`src/rtl/vga_timing_ctrl.sv`:
```
// VGA scan timing generator and pixel sink: free-running line/frame counters
// decoded into syncs, source coordinate requests and the gated RGB565 output.
module vga_timing_ctrl #(
  parameter int H_SYNC  = 96,
  parameter int H_BACK  = 48,
  parameter int H_VALID = 640,
  parameter int H_FRONT = 16,
  parameter int V_SYNC  = 2,
  parameter int V_BACK  = 33,
  parameter int V_VALID = 480,
  parameter int V_FRONT = 10
) (
  input  logic        vga_clk,
  input  logic        sys_rst_n,
  input  logic [15:0] pix_data,
  output logic [11:0] pix_x,
  output logic [11:0] pix_y,
  output logic        pix_data_req,
  output logic        rgb_valid,
  output logic [15:0] rgb,
  output logic        hsync,
  output logic        vsync,
  output logic        frame_start
);

  localparam int H_TOTAL = H_SYNC + H_BACK + H_VALID + H_FRONT;
  localparam int V_TOTAL = V_SYNC + V_BACK + V_VALID + V_FRONT;

  localparam logic [11:0] H_LAST    = 12'(H_TOTAL - 1);
  localparam logic [11:0] V_LAST    = 12'(V_TOTAL - 1);
  localparam logic [11:0] H_SYNC_W  = 12'(H_SYNC);
  localparam logic [11:0] V_SYNC_W  = 12'(V_SYNC);
  localparam logic [11:0] HA_START  = 12'(H_SYNC + H_BACK);
  localparam logic [11:0] HA_END    = 12'(H_SYNC + H_BACK + H_VALID);
  localparam logic [11:0] VA_START  = 12'(V_SYNC + V_BACK);
  localparam logic [11:0] VA_END    = 12'(V_SYNC + V_BACK + V_VALID);
  localparam logic [11:0] REQ_START = 12'(H_SYNC + H_BACK - 1);
  localparam logic [11:0] REQ_END   = 12'(H_SYNC + H_BACK + H_VALID - 1);

  logic [11:0] cnt_h_q, cnt_h_d;
  logic [11:0] cnt_v_q, cnt_v_d;
  logic        h_active, v_active, h_request;

  // The vertical counter advances on the last clock of each line, so both wrap together.
  always_comb begin
    cnt_h_d = cnt_h_q + 12'd1;
    cnt_v_d = cnt_v_q;
    if (cnt_h_q == H_LAST) begin
      cnt_h_d = 12'd0;
      cnt_v_d = (cnt_v_q == V_LAST) ? 12'd0 : cnt_v_q + 12'd1;
    end
  end

  always_ff @(posedge vga_clk or negedge sys_rst_n) begin
    if (!sys_rst_n) begin
      cnt_h_q <= 12'd0;
      cnt_v_q <= 12'd0;
    end else begin
      cnt_h_q <= cnt_h_d;
      cnt_v_q <= cnt_v_d;
    end
  end

  assign h_active  = (cnt_h_q >= HA_START) && (cnt_h_q < HA_END);
  assign v_active  = (cnt_v_q >= VA_START) && (cnt_v_q < VA_END);
  // Requests lead the display window by one clock to absorb the source's register stage.
  assign h_request = (cnt_h_q >= REQ_START) && (cnt_h_q < REQ_END);

  always_comb begin
    pix_data_req = h_request && v_active;
    rgb_valid    = h_active && v_active;
    pix_x        = 12'hFFF;
    pix_y        = 12'hFFF;
    if (pix_data_req) begin
      pix_x = cnt_h_q - REQ_START;
      pix_y = cnt_v_q - VA_START;
    end
    rgb         = rgb_valid ? pix_data : 16'h0000;
    hsync       = (cnt_h_q >= H_SYNC_W);
    vsync       = (cnt_v_q >= V_SYNC_W);
    frame_start = (cnt_h_q == 12'd0) && (cnt_v_q == 12'd0);
  end

endmodule

```
`config.mk`:
```
export PLATFORM = sky130hd
export DESIGN_NAME = vga_timing_ctrl
export DESIGN_NICKNAME = d
export VERILOG_FILES = /design/src/rtl/vga_timing_ctrl.sv
export SDC_FILE = /design/constraint.sdc
export NUM_CORES = 1
export LEC_CHECK = 0
export CAP_MARGIN = 20
export CORE_MARGIN = 4
export CORE_UTILIZATION = 41
export CTS_BUF_LIST = sky130_fd_sc_hd__clkbuf_2 sky130_fd_sc_hd__clkbuf_4 sky130_fd_sc_hd__clkbuf_8
export CTS_CLUSTER_DIAMETER = 60
export DETAILED_ROUTE_END_ITERATION = 12
export DONT_BUFFER_PORTS = 1
export GPL_TIMING_DRIVEN = 0
export HOLD_SLACK_MARGIN = 0.12
export SETUP_SLACK_MARGIN = 0.5
export SLEW_MARGIN = 20
export SYNTH_ARGS = -nofsm -noshare
export SYNTH_HDL_FRONTEND = slang
export SYNTH_SLANG_ARGS = --single-unit
```
`constraint.sdc`:
```
create_clock -name vga_clk -period 7.22 [get_ports vga_clk]
set_input_delay 1.083 -clock vga_clk [delete_from_list [all_inputs] [get_ports vga_clk]]
set_output_delay 1.083 -clock vga_clk [all_outputs]
set_load 0.02 [all_outputs]
```
==> metrics, run 1 <==
Power, Total=0.213 mW; setup TNS=0 ns; Post-CTS Resized=0; post-route ant nets=0; Finished Layout Cells=293; GPL Wtd Cong=0.820; leakage power=0.797 nW; max-cap violations=0; most frequent cell after synthesis=nand3_1; RSZ-0062 raised after global routing=no; yosys warns=0; clk sinks=24; # IOs=63; core area=4410 sq um; final hold vios=0; final setup vio count=0; Unique masters post-synth=39; Synth Net Count=261; CTS tree=built; CP startpoint kind=register; Synth-to-Final Area Change=5.61%; # Post-CTS Setup Buffers=0; Post-Syn Area per Cell=7.96 sq um; placed cell areas=1960 sq um; initial antenna violation count=0; TritonCTS buffer count=3; Critical Path Fanout Max=10; Via density=5.93; min Tclk post-route=3.97 ns; pin count of the biggest net entering global routing=25; Design Area, Final=2000 sq um; grt ovf=0; first-pass GRT wire length=8400 microns; nets@finish=266; Synth top cells by count=nand3_1 (26), dfrtp_1 (24), and2_1 (20), nand2_1 (20); top_reg_cell synth=dfrtp_1; Mapped Area=1890 sq um; asr flop ratio synth=1.00; Total GRT Usage=0.172; sequential area share after synthesis=0.317; Mapped Cells=238; CTS Root Cell=clkbuf_8; HPWL after DPL=3840 microns; Total Routed Length=5010 microns; DRT iter0 DRCs=75; Starting Density=0.429; Die X=76.0 microns; row count=24; status=finished clean; data required time of the critical path=6.14 ns; vias in the first global route=1665; Die ar.=5770 sq um; fraction of layout cells with a size suffix above 1=0.0415; Post-Place Cells=290; hold slack=0.506 ns; Sw Ratio=0.195; Synth area leaders=dfrtp_1 (32%), xnor2_1 (7.9%), nand3_1 (6.9%), and2_1 (6.6%), nand2_1 (4.0%); Clock Latency Late Sink=0.26 ns; Slew HR=0.345; clock slew at reported path FFs=0.08 ns; total number of H-tree levels=1; crit end category=output pin; # hold bufs at CTS=0; WS Path Type=reg2out; sw power=0.0416 mW; Yosys reg bits=24; CP arrival=2.89 ns; EDFF count, synth=0; residual DRC count=0; skew final=0.00121 ns; drt wl/cell=17.1 microns; power density over cell area=107 nW/um^2; maximum clock path buffer count=2; routed via count=1738; drt pass-1 iters=4; Hold Path Class=in2async; # diodes=0; worst slew pin tran=0.974 ns; sequential share of power=0.630; FMAX=0.252 GHz; Clk pwr share=0.370; share of the synthesized area in the top cell type=0.317; Worst IR Drop VDD=0.0496 mV; Die Y-Extent=76.0 microns; P_int=0.172 mW; max-slew violations=0; cell taking the most area after synthesis=dfrtp_1; combinational power share=0; IO buf count=0; fin crit share=0.550
==> cells in the final DEF (no fill, tap or decap), types with 2 or more instances in the layout <==
master	synthesis	routed
a21oi_1	5	5
and2_1	20	20
and3_1	3	3
buf_2	4	4
clkbuf_1	14	14
clkbuf_8	0	3
dfrtp_1	24	24
ha_1	5	5
inv_1	8	8
nand2_1	20	20
nand3_1	26	26
nand3b_1	3	3
nand4_1	6	6
nor2_1	17	17
nor2b_1	2	2
nor3_1	9	9
nor4_1	6	6
nor4b_1	2	2
nor4bb_1	3	3
o211ai_1	2	2
o21ai_0	11	11
o31ai_1	2	2
or3_1	6	6
or4_1	2	2
xnor2_1	17	17
xor2_1	7	7
==> layer usage <==
layer / vias up / global-route usage / wire (microns)
met1: 815 / 0.238 / 2300
met5: - / 0 / 0
met3: 4 / 0.0260 / 358
li1: 845 / - / -
met4: 0 / 0.0320 / 37
met2: 74 / 0.284 / 2310
==> worst max-delay path, cell delays in order (launching register included) <==
cell      delay (ns)
dfrtp_1         0.47
ha_1            0.27
and3_1          0.17
clkbuf_1        0.27
nor3_1          0.09
nor3_1          0.55
clkbuf_1        0.46
nand4_1         0.35
==> cells by family (layout without fill, tap and decap cells) <==
logic type               Yosys count  count (layout)  synth area share
AO/OA/AOI/OAI                     28              28            0.0945
XOR/XNOR                          24              24             0.111
adder cells (fa/ha/maj)            5               5            0.0330
buffers and inverters             27              30            0.0601
flip-flops                        24              24             0.317
AND/OR/NAND/NOR                  130             130             0.384
==> power groups by stage <==
stage	Sequential, mW	Combinational (mW)	Clock (mW)
finish	0.134	0.0000648	0.0788
detailed placement	0.137	0.0000648	0
CTS	0.134	0.0000648	0.0823
global route	0.134	0.0000648	0.0887
global placement	0.137	0.0000648	0
floorplan	0.137	0.0000648	0
==> metrics by stage <==
stage                     setup WS, ns   util
after floorplan                   3.99      -
after global placement            3.55  0.444
after detailed placement          3.59  0.444
after CTS                         3.28  0.453
after global routing              3.02  0.453
final                             3.25  0.453
==> final timing paths <==
check | from | to | slack [ns] | depth (start not counted)
hold reg to reg | cnt_v_q[11] | cnt_v_q[11] | 0.56 | 1
setup reg to reg | cnt_h_q[0] | cnt_v_q[4] | 4.82 | 7
max in group asynchronous | sys_rst_n | cnt_v_q[3] | 6.64 | 0
setup / recovery | cnt_h_q[0] | pix_x[9] | 3.25 | 7
min in group vga_clk | cnt_v_q[11] | cnt_v_q[11] | 0.56 | 1
hold / removal | sys_rst_n | cnt_h_q[8] | 0.51 | 0
==> cell type report <==
class / count / area [sq um]
Inverter: 8 / 30.0
Multi-Input combinational cell: 187 / 1180
Fill cell: 460 / 2410
Sequential cell: 24 / 601
Buffer: 19 / 83.8
Tap cell: 52 / 65.1
Clock buffer: 3 / 41.3
==> sequential cells by signal, indices dropped and copies added, names as in the netlist <==
signal	flops
cnt_h_q	12
cnt_v_q	12
(Power assumes the default switching activity.)
==> run 2: changes to the inputs <==
ABC_AREA = 1   (was unset)
clock period = 3.8 ns   (was 7.22 ns; I/O delays follow)
==> run 2 against run 1 <==
- clock-buffer cell count unchanged
- cell count up 49%
- critical path depth up 2
- sequential share of layout area fell by 7.4 points
- worst setup slack worse by 2.0 ns
- wire length is 22% higher
- cell area rose by 33%
- first-iteration DRC count up 48%
- via count increased by 26%
- clock power rose by 100%
- power up 100%
- critical path type unchanged
- largest power group unchanged
==> metrics, run 2 <==
status=finished clean (unchanged); first-pass GRT wire length=9800 microns (was 8400 microns); RR Endpoint=cnt_v_q[11] (was cnt_v_q[4]); Synth Net Count=381 (was 261); CTS tree=built (unchanged); cell taking the most area after synthesis=dfrtp_1 (unchanged); Total Routed Length=6130 microns (was 5010 microns); slowest stage delay, CP=0.47 ns (was 0.55 ns); skew final=0.00370 ns (was 0.00121 ns); crit end category=output pin (unchanged); Critical Path Fanout Max=7 (was 10); Synth area leaders=dfrtp_1 (24%), nand2_1 (12%), inv_1 (8.0%), nand3_2 (7.2%), nor2_4 (6.8%) (was dfrtp_1 (32%), xnor2_1 (7.9%), nand3_1 (6.9%), and2_1 (6.6%), nand2_1 (4.0%)); total number of H-tree levels=1 (unchanged); # Post-CTS Setup Buffers=0 (unchanged); Fillers=602 (was 460); Post-Syn Area per Cell=6.97 sq um (was 7.96 sq um); sw power=0.0997 mW (was 0.0416 mW); Clock Latency Late Sink=0.27 ns (was 0.26 ns); Die X=86.0 microns (was 76.0 microns); Most Frequent Cell on Critical Path=nand2_2; WP buf/inv=2 (unchanged); final setup vio count=0 (unchanged); final hold vios=0 (unchanged); Design Area, Final=2660 sq um (was 2000 sq um); Post-CTS Resized=0 (unchanged); FF-to-FF path depth=8 (was 7); grt ovf=0 (unchanged); post-route ant nets=0 (unchanged); drt wl/cell=14.0 microns (was 17.1 microns); drt pass-1 iters=4 (unchanged); leakage power=1.33 nW (was 0.797 nW); vias in the first global route=2049 (was 1665); CP arrival=2.02 ns (was 2.89 ns); pin count of the biggest net entering global routing=25 (unchanged); HPWL after DPL=4880 microns (was 3840 microns); core area=5920 sq um (was 4410 sq um); Mapped Area=2490 sq um (was 1890 sq um); # IOs=63 (unchanged); P_int=0.331 mW (was 0.172 mW); residual DRC count=0 (unchanged); commonest non-fill, non-tap cell in the layout=nand2_1 (was nand3_1); Largest regs=cnt_h_q: 12 flops, cnt_v_q: 12 flops (unchanged); Synth-to-Final Area Change=6.62% (was 5.61%); maximum clock path buffer count=2 (unchanged); data required time of the critical path=3.23 ns (was 6.14 ns); Hold Path Class=reg2reg (was in2async); Worst IR Drop VDD=0.108 mV (was 0.0496 mV); IO buf count=0 (unchanged); sequential share of power=0.593 (was 0.630); RSZ-0062 raised after global routing=no (unchanged); power density over cell area=162 nW/um^2 (was 107 nW/um^2); DRT iter0 DRCs=111 (was 75); worst setup path end=pix_data_req (was pix_x[9]); CTS Root Cell=clkbuf_8 (unchanged); number of cells on the critical path=9 (was 7); CP top delay family=simple AND/OR/NAND/NOR gates (unchanged); fin crit share=0.681; Starting Density=0.421 (was 0.429); Slew HR=0.523 (was 0.345); most frequent cell after synthesis=nand2_1 (was nand3_1); clock slew at reported path FFs=0.09 ns (was 0.08 ns); nets@finish=388 (was 266); EDFF count, synth=0 (unchanged); max-slew violations=0 (unchanged); fraction of layout cells with a size suffix above 1=0.220 (was 0.0415); sequential area share after synthesis=0.241 (was 0.317); routed via count=2183 (was 1738); asr flop ratio synth=1.00 (unchanged); Power, Total=0.430 mW (was 0.213 mW); share of the synthesized area in the top cell type=0.241 (was 0.317); combinational power share=0.035 (was 0); yosys warns=0 (unchanged); Unique masters post-synth=32 (was 39); top_reg_cell synth=dfrtp_1 (unchanged); # diodes=0 (unchanged); TritonCTS buffer count=3 (unchanged); R2R Path Start=cnt_h_q[0] (unchanged); Clk pwr share=0.372 (was 0.370); Synth top cells by count=nand2_1 (81), inv_1 (53), nor2_1 (42) (was nand3_1 (26), dfrtp_1 (24), and2_1 (20), nand2_1 (20)); Yosys reg bits=24 (unchanged); Mapped Cells=358 (was 238); # hold bufs at CTS=2 (was 0); WS Path Type=reg2out (unchanged); placed cell areas=2590 sq um (was 1960 sq um); FMAX=0.387 GHz; Crit-path slowest cell=dfrtp_1 (was nor3_1); clk sinks=24 (unchanged); worst slew pin tran=0.710 ns (was 0.974 ns); setup TNS=0 ns (unchanged); initial antenna violation count=0 (unchanged); CP startpoint kind=register (unchanged); Reg2Reg Setup Slack=2.08 ns (was 4.82 ns); row count=28 (was 24); Die Y-Extent=86.0 microns (was 76.0 microns); Sw Ratio=0.232 (was 0.195); GPL Wtd Cong=0.897 (was 0.820); Via density=4.98 (was 5.93); max-cap violations=0 (unchanged); Worst setup startpoint=cnt_v_q[1] (was cnt_h_q[0]); Die ar.=7390 sq um (was 5770 sq um); Total GRT Usage=0.167 (was 0.172); most frequent cells in the layout=nand2_1 (81), inv_1 (53), nor2_1 (42) (was nand3_1 (26), dfrtp_1 (24), nand2_1 (20), and2_1 (20)); CP Cell Sequence=ha_1, inv_1, nand2_2, nand2_2, nand2_2, nor2_4, nor2_8, nand2_1, inv_1 (was ha_1, and3_1, clkbuf_1, nor3_1, nor3_1, clkbuf_1, nand4_1); min Tclk post-route=2.59 ns
-- run 2: routing by layer --
metal / global-route usage / up-vias / wire length (microns)
li1: - / 1120 / -
met1: 0.232 / 980 / 3100
met2: 0.271 / 76 / 2590
met3: 0.0240 / 7 / 350
met4: 0.0417 / 0 / 89
met5: 0 / - / 0
-- run 2: layout make-up --
type                       instances  area (sq um)  share of cell area
timing repair buffer               2          30.0              0.0113
sequential                        24           601               0.226
multi-input combinational        261          1550               0.584
clock buffer                       3          41.3              0.0155
inverter                          63           236              0.0889
tap                               75          93.8              0.0353
buffer                            10           105              0.0395
-- run 2: how the worst min path moves through the flow --
stage                    start          end  slack [ns]  cells after the start
floorplan            sys_rst_n   cnt_h_q[0]        0.27                      0
global placement     sys_rst_n  cnt_v_q[11]        0.28                      0
detailed placement   sys_rst_n  cnt_v_q[11]        0.28                      0
CTS                 cnt_h_q[0]   cnt_h_q[0]        0.55                      1
global route        cnt_h_q[0]   cnt_h_q[0]        0.57                      1
finish              cnt_h_q[0]   cnt_h_q[0]        0.55                      1
-- run 2: cell families after synthesis --
logic type | after synthesis | share of synthesized area
flops | 24 | 0.241
simple gates | 224 | 0.504
xor+xnor | 17 | 0.0597
fa+ha+maj | 5 | 0.0251
buf+inv | 73 | 0.137
compound gates | 15 | 0.0331
-- run 2: per-stage QoR --
stage               setup WS, ns  hold slack (ns)  instances   util
finish                      1.21            0.550        438  0.449
global route                1.06            0.570        438  0.449
floorplan                   1.71            0.274        358      -
global placement            1.54            0.275        433  0.437
CTS                         1.21            0.551        438  0.449
detailed placement          1.53            0.275        433  0.437
-- run 2: power groups by stage --
stage	registers [mW]	logic, mW	clock network (mW)
after floorplan	0.260	0.00588	0
after global placement	0.260	0.00632	0
after detailed placement	0.260	0.00657	0
after CTS	0.255	0.0160	0.165
after global routing	0.255	0.0173	0.175
final	0.255	0.0150	0.160
==> run 3: changes to the inputs <==
ABC_AREA = 0   (was 1)
clock period = 2.2 ns   (was 3.8 ns; I/O delays follow)
==> run 3 against run 2 <==
- the run now ends with negative setup slack left
- critical endpoint is now pix_y[7]
- clock skew hardly changed
- first-iteration DRC count fell by 40%
- via count fell by 16%
- sequential power is 73% higher
- worst setup slack lost 1.7 ns
- critical path depth fell by 2
- global-route usage grew 2.7 points
- flip-flop and latch count is the same
- die area decreased by 22%
- sequential share of layout area increased by 0.15 points
- largest cell class unchanged
==> metrics, run 3 (synthesis results as in run 1) <==
skew final=0.00407 ns (was 0.00370 ns); Clock Latency Late Sink=0.27 ns (about the same); FF+latch area=607 sq um (was 601 sq um); clk sinks=24 (unchanged); GPL Wtd Cong=0.792 (was 0.897); vias in the first global route=1776 (was 2049); Synth-to-Final Area Change=40.9% (was 6.62%); most frequent cells in the layout=buf_4 (21), dfrtp_1 (19), nand2_1 (16), xnor2_1 (16), and2_4 (16) (was nand2_1 (81), inv_1 (53), nor2_1 (42)); core area=4410 sq um (was 5920 sq um); DRT iter0 DRCs=67 (was 111); clock slew at reported path FFs=0.08 ns (was 0.09 ns); Via density=5.80 (was 4.98); data required time of the critical path=1.87 ns (was 3.23 ns); worst slew pin tran=0.505 ns (was 0.710 ns); commonest non-fill, non-tap cell in the layout=buf_4 (was nand2_1); residual DRC count=0 (unchanged); fin crit share=1.20; Hold Path Class=in2async (was reg2reg); Slew HR=0.662 (was 0.523); Reg2Reg Setup Slack=0.56 ns (was 2.08 ns); max-cap violations=0 (unchanged); Die X=76.0 microns (was 86.0 microns); first-pass GRT wire length=9120 microns (was 9800 microns); initial antenna violation count=0 (unchanged); # IOs=63 (unchanged); min Tclk post-route=2.64 ns; crit end category=output pin (unchanged); # diodes=0 (unchanged); CTS Root Cell=clkbuf_8 (unchanged); Worst setup startpoint=cnt_v_q[5] (was cnt_v_q[1]); Starting Density=0.429 (was 0.421); Fillers=375 (was 602); total number of H-tree levels=1 (unchanged); post-route ant nets=0 (unchanged); Total GRT Usage=0.194 (was 0.167); failing checks=negative setup slack; CP arrival=2.31 ns (was 2.02 ns); final hold vios=0 (unchanged); routed via count=1839 (was 2183); Die ar.=5770 sq um (was 7390 sq um); CTS tree=built (unchanged); leakage power=1.05 nW (was 1.33 nW); power density over cell area=269 nW/um^2 (was 162 nW/um^2); Core Util, Final=0.605 (was 0.449); CP startpoint kind=register (unchanged); Total Routed Length=5820 microns (was 6130 microns); R2R Path Start=cnt_v_q[0] (was cnt_h_q[0]); FMAX=0.378 GHz; max-slew violations=0 (unchanged); pre-CTS WS=-0.291 ns (was 1.53 ns); status=finished, violations left (was finished clean); Design Area, Final=2670 sq um (was 2660 sq um); RSZ-0062 raised after global routing=yes (was no); fraction of layout cells with a size suffix above 1=0.442 (was 0.220); final setup vio count=43 (was 0); row count=24 (was 28); nets@finish=290 (was 388); Largest regs=cnt_h_q: 12 flops, cnt_v_q: 12 flops (unchanged); Die Y-Extent=76.0 microns (was 86.0 microns); Critical Path Fanout Max=5 (was 7); setup TNS=-16.41 ns (was 0 ns); placed cell areas=2150 sq um (was 2590 sq um); maximum clock path buffer count=2 (unchanged); drt wl/cell=18.3 microns (was 14.0 microns); Worst IR Drop VDD=0.158 mV (was 0.108 mV); pin count of the biggest net entering global routing=25 (unchanged); HPWL after DPL=3920 microns (was 4880 microns); grt ovf=0 (unchanged); drt pass-1 iters=4 (unchanged); IO buf count=0 (unchanged); Setup WS post-layout=-0.443 ns (was 1.21 ns); multi-input logic area=1540 sq um (was 1550 sq um); TritonCTS buffer count=3 (unchanged); WS Path Type=reg2out (unchanged)
-- run 3: changes by cell type in the layout (fill, tap and decap cells not counted), moves of 15 or more --
cell	change
and2_4	+16
buf_4	+20
inv_1	-45
nand2_1	-65
xnor2_1	+15
nor2_1	-28
nand3_1	-18
-- run 3: per-stage QoR --
step | total power, mW | instances | hold WS (ns)
floorplan | 0.450 | 238 | 0.0344
global placement | 0.450 | 290 | 0.0352
detailed placement | 0.450 | 290 | 0.0351
CTS | 0.727 | 306 | 0.494
global route | 0.747 | 317 | 0.518
finish | 0.717 | 317 | 0.501
-- run 3: layout make-up --
cell class | count | share of cell area
multi-input combinational | 187 | 0.578
sequential | 24 | 0.227
timing repair buffer | 24 | 0.0759
buffer | 19 | 0.0675
tap | 52 | 0.0244
clock buffer | 3 | 0.0155
inverter | 8 | 0.0113
-- run 3: worst paths after layout --
path                          endpoint  cells after the start
max                           pix_y[7]                      7
min                        cnt_v_q[10]                      2
max reg2reg                cnt_v_q[10]                      6
min reg2reg                cnt_v_q[11]                      1
max in group asynchronous  cnt_h_q[10]                      2
min in group vga_clk       cnt_v_q[11]                      1
-- run 3: routing by layer --
metal / track usage / vias to the layer above / wire length [microns]
met4: 0.0552 / 0 / 82
met1: 0.265 / 860 / 2530
met2: 0.302 / 78 / 2720
li1: - / 894 / -
met5: 0 / - / 0
met3: 0.0473 / 7 / 485
-- run 3: repair_timing --
item / CTS / global route
buffers inserted: 10 / 10
gates resized for setup: 54 / 29
endpoints found under the hold margin: 24 / 0
pin swaps: 18 / 10
gates cloned: 1 / 1
endpoints found under the setup margin: 64 / 59
hold buffers: 2 / 0
-- run 3: report_power, final --
| group | switching (mW) | internal [mW] | leakage (nW) | total (mW) |
|---|---|---|---|---|
| Clock | 0.139 | 0.123 | 0.0216 | 0.262 |
| Combinational | 0.00938 | 0.00480 | 0.711 | 0.0142 |
| Sequential | 0 | 0.441 | 0.314 | 0.441 |
-- run 3: critical path: stages, from the launching register on --
cell	delay [ns]
dfrtp_1	0.38
buf_6	0.12
or4_4	0.51
o31a_1	0.34
nor3_4	0.27
buf_4	0.17
buf_6	0.12
nand3_2	0.15
